==> config.mk <==
export PLATFORM = sky130hd
export DESIGN_NAME = clk_divider
export DESIGN_NICKNAME = d
export VERILOG_FILES = /design/src/rtl/clk_divider.sv
export SDC_FILE = /design/constraint.sdc
export NUM_CORES = 1
export LEC_CHECK = 0
export ABC_CLOCK_PERIOD_IN_PS = 5790
export CAP_MARGIN = 20
export CORE_MARGIN = 2
export CORE_UTILIZATION = 40
export DETAILED_ROUTE_END_ITERATION = 10
export SETUP_SLACK_MARGIN = 0.5
export SLEW_MARGIN = 20
export SYNTH_ARGS = -nofsm -noshare
export SYNTH_HDL_FRONTEND = slang
export SYNTH_SLANG_ARGS = --single-unit
==> constraint.sdc <==
create_clock -name clk_in -period 5.79 [get_ports clk_in]
set_input_delay 1.158 -clock clk_in [delete_from_list [all_inputs] [get_ports clk_in]]
set_output_delay 1.158 -clock clk_in [all_outputs]
set_load 0.005 [all_outputs]
==> src/rtl/clk_divider.sv <==
// rtl/clk_divider.sv - programmable odd/even integer clock divider with 50% duty outputs
module clk_divider #(
    parameter int WIDTH = 12
) (
    input  logic             clk_in,
    input  logic             rst,
    input  logic [WIDTH-1:0] clk_divider_odd,
    input  logic [WIDTH-1:0] clk_divider_even,
    output logic             clk_out_odd,
    output logic             clk_out_even
);

    // Even channel state
    logic [WIDTH-1:0] se_q, se_d;   // divisor shadow
    logic [WIDTH-1:0] ce_q, ce_d;   // period counter
    logic             eo_q, eo_d;   // registered output
    logic [WIDTH-1:0] me;           // effective even divisor (LSB forced low)

    // Odd channel state
    logic [WIDTH-1:0] so_q, so_d;   // divisor shadow
    logic [WIDTH-1:0] co_q, co_d;   // period counter
    logic             p_q, p_d;     // posedge phase register
    logic             n_q, n_d;     // negedge copy of p, only used for odd divisors

    // Even channel: count 0..M-1, high while count < M/2; shadow reloads whenever the count returns to 0
    always_comb begin
        se_d = se_q;
        ce_d = '0;
        eo_d = 1'b0;
        me   = {se_q[WIDTH-1:1], 1'b0};
        if (!rst) begin
            se_d = clk_divider_even;
        end else if (me < WIDTH'(2)) begin
            se_d = clk_divider_even;
        end else begin
            eo_d = (ce_q < (se_q >> 1));
            if (ce_q == me - WIDTH'(1)) begin
                ce_d = '0;
                se_d = clk_divider_even;
            end else begin
                ce_d = ce_q + WIDTH'(1);
            end
        end
    end

    // Odd channel: p is high for floor(N/2) cycles; for odd N the negedge copy stretches it by half a cycle
    always_comb begin
        so_d = so_q;
        co_d = '0;
        p_d  = 1'b0;
        if (!rst) begin
            so_d = clk_divider_odd;
        end else if (so_q < WIDTH'(2)) begin
            so_d = clk_divider_odd;
        end else begin
            p_d = (co_q < (so_q >> 1));
            if (co_q == so_q - WIDTH'(1)) begin
                co_d = '0;
                so_d = clk_divider_odd;
            end else begin
                co_d = co_q + WIDTH'(1);
            end
        end
    end

    // Negedge stretch is gated by the shadow parity so even divisors keep exact 50% duty
    always_comb begin
        n_d = p_q & so_q[0];
    end

    // Posedge state registers for both channels
    always_ff @(posedge clk_in) begin
        if (!rst) begin
            se_q <= se_d;
            ce_q <= '0;
            eo_q <= 1'b0;
            so_q <= so_d;
            co_q <= '0;
            p_q  <= 1'b0;
        end else begin
            se_q <= se_d;
            ce_q <= ce_d;
            eo_q <= eo_d;
            so_q <= so_d;
            co_q <= co_d;
            p_q  <= p_d;
        end
    end

    // Negedge register; clears naturally one negedge after p is cleared by reset
    always_ff @(negedge clk_in) begin
        n_q <= n_d;
    end

    assign clk_out_even = eo_q;
    assign clk_out_odd  = p_q | n_q;

endmodule

Word-level counts from Yosys, hierarchy flattened
Cells that the tools add are included. Widths: inputs -> output; s select.

Register bits: 51. Bits in latches: 0. Memory bits (writable): 0. Bits in read-only memories: 0. Input port bits: 26. Output and inout bits: 2. Logic and storage cells: 32. Memories: 0.

Add/subtract/negate cells: 4. Multiply operators: 0. Divide/modulo/power cells: 0. Magnitude comparators: 4. Eq/ne operators: 4. Shift operators: 0. Muxes and demuxes: 6. Bitwise logic cells: 3. Reductions and logical operators: 4.

Operator list (count): $mux 12 (6); $add 12x1->12 const B (2); $eq 12x12->1 (2); $lt 12x11->1 (2); $lt 12x2->1 const B (2); $sub 12x1->12 const B (2); $ne 3x1->1 const B (2); $reduce_or 3->1 (2); $reduce_or 2->1 (2); $and 1x1->1 (1); $not 1->1 (1); $or 1x1->1 (1).

Longest topological paths before layout
Depth in word-level cells: 5. Depth in mapped cells: 9. Gate-level depth less buffers: 8.

==> qor.csv <==
metric;value;unit
dp_cells;458;
ant_nets;0;
io_pins;28;
synth_seq_cells;50;
core;0.00761;mm²
cts_buffers;5;
worst_slew_pin_slew;0.863;ns
cts_tree;yes;
instances_no_fill;466;
synth_edf_count;23;
seq_area_frac_synth;39.8;%
leakage;1.59;nW
use_met3;2.55;%
finalPower;0.721;mW
synth_top_family_by_area;simple AND/OR/NAND/NOR gates;
cts_buffer_depth;2;
drtIter0Drc;39;
whs_path_depth;1;
grt_pass1_wl;10200;µm
post_drt_wl_per_cell;12.9;µm
io_buffers;26;
worst_ep_arrival_time;4.05;ns
synth_xor_xnor_area_share;13.9;%
holdWs;0.521;ns
use_met1;18.2;%
ir_drop;96.6;µV
cap_violations;0;
initial_utilization;40.7;%
place_worst_setup_slack;0.767;ns
n_antenna_cell;0;
startpoint_type;flop;
cts_hold_repair.buffers;0;
status;finished clean;
dieArea;0.00845;mm²
worstHoldStart;ce_q[0];
yosysTopAreaCell;edfxtp_1;
worstReg2RegStart;so_q[0];
maxSlewHeadroom;42.0;%
grt_pass1_vias;2199;
placed_area;0.00345;mm²
dr.pass1.iters;5;
cts_sinks;50;
final_layout_size_suffix_gt1_share;4.95;%
rsz0062_at_grt;no;
final_nets;413;
final_cell_mix;nand2_1, nor2_1, xnor2_1;
async_flop_share;0;%
cts-root-buf;clkbuf_8;
crit_required;4.63;ns
fillers;722;
setup_violations;0;
ys_warn_count;0;
whs_endpoint;ce_q[0];
grt_max_degree;16;
finalWorstSetupSlack;0.586;ns
slew_violations;0;
seqCellArea;0.00123;mm²
syn-num-nets;388;
drt_wl_total;6010;µm
cts.reportedPaths.clkPinSlew;0.09;ns
hold_viol;0;
synth.mux.area_fraction;0;%
skew;0.0619;ns
cp_max_fo;1;
rr_worst_depth;1;
synth_top_area_share;22.3;%
antenna_found_initial;0;
use_met2;27.4;%
area_growth;14.5;%
synthSimpleGateAreaFrac;22.5;%
crit_type;reg -> out;
fin_tns_setup;0;ns
syn_avg_cell_area;9.15;µm²
rows;32;
mappedNetlistArea;0.00309;mm²
hpwl;4610;µm
cts_setup_buffers;0;
synth_compound_area_share;9.06;%
final_area;0.00354;mm²
yosys.cell_types.count;44;
die_w;91.9;µm
synth-adder-area-share;9.71;%
powerDensity;204;mW/mm²
multi_input_area;0.00171;mm²
overflow;0;
chipHeight;91.9;µm
grt_use_total;15.2;%
yosys-top-cells-area;edfxtp_1, dfxtp_1, ha_1;
final_core_util;46.5;%
endpoint_kind;primary output;
rr_endpoint;n_q;
insertion_delay;0.36;ns
vias_per_cell;5.04;
htree_num_levels;2;
place_congestion;0.822;
top_usage_layer;met2;
synthCells;338;
r2r_slack;2.16;ns
drc;0;
synth_top_flop_cell;dfxtp_1;
dr_total_vias;2347;
min-delay-path-class;reg -> reg;
-- timing repair --
| action | CTS | global route |
|---|---|---|
| setup endpoints to repair | 1 | 0 |
| endpoints found under the hold margin | 0 | 0 |
| resized for setup | 1 | 0 |
-- kinds of logic after synthesis --
kind of cell | Yosys count
compound gates | 41
xor+xnor | 49
fa+ha+maj | 24
buf+inv | 38
flops | 50
simple gates | 136
-- power by group --
part | switching [mW] | internal [mW] | total [mW]
logic | 0.0447 | 0.0516 | 0.0963
clock network | 0.114 | 0.0974 | 0.212
registers | 0.0238 | 0.389 | 0.413
-- registers in the layout (all words and copies together) (netlist names) --
signal and flops:
ce_q 12, clk_out_even 1, co_q 12, n_q 1, p_q 1, se_q 11
so_q 12
-- worst max-delay path: stages, from the launching register on --
cell           delay [ns]
dfxtp_1              0.28
or2_2                0.26
dlygate4sd2_1        0.26
-- layout make-up --
cell class                      count  area share (%)
Clock inverter                      3           0.424
Timing Repair Buffer               29            7.95
Tap cell                          102            3.60
Multi-Input combinational cell    250            48.2
Clock buffer                        6            2.33
Inverter                           26            2.76
Sequential cell                    50            34.8
-- routing by layer --
layer	part of all wire [%]	vias to the layer above
met1	44	1078
met2	51	43
met4	1.7	0
li1	-	1212
met5	0	-
met3	3.3	14
-- cells in the mapped netlist, types with 5 or more instances --
cell and number:
a21o_1 11, a21oi_1 13, and3_1 10, clkbuf_1 7
dfxtp_1 27, edfxtp_1 23, ha_1 24, inv_1 27
nand2_1 33, nand2b_1 7, nand3_1 19, nand4_1 5
nor2_1 33, nor3_1 8, xnor2_1 28, xor2_1 21
-- how the worst max path moves through the flow --
stage | startpoint | to | slack (ns) | cells past startpoint
2_1_floorplan | n_q | clk_out_odd | 1.20 | 1
3_3_place_gp | n_q | clk_out_odd | 0.76 | 2
3_5_place_dp | n_q | clk_out_odd | 0.77 | 2
4_1_cts | n_q | clk_out_odd | 0.57 | 2
5_1_grt | n_q | clk_out_odd | 0.51 | 2
6_report | n_q | clk_out_odd | 0.59 | 2
Note: power is estimated with default switching activity, not from simulation.
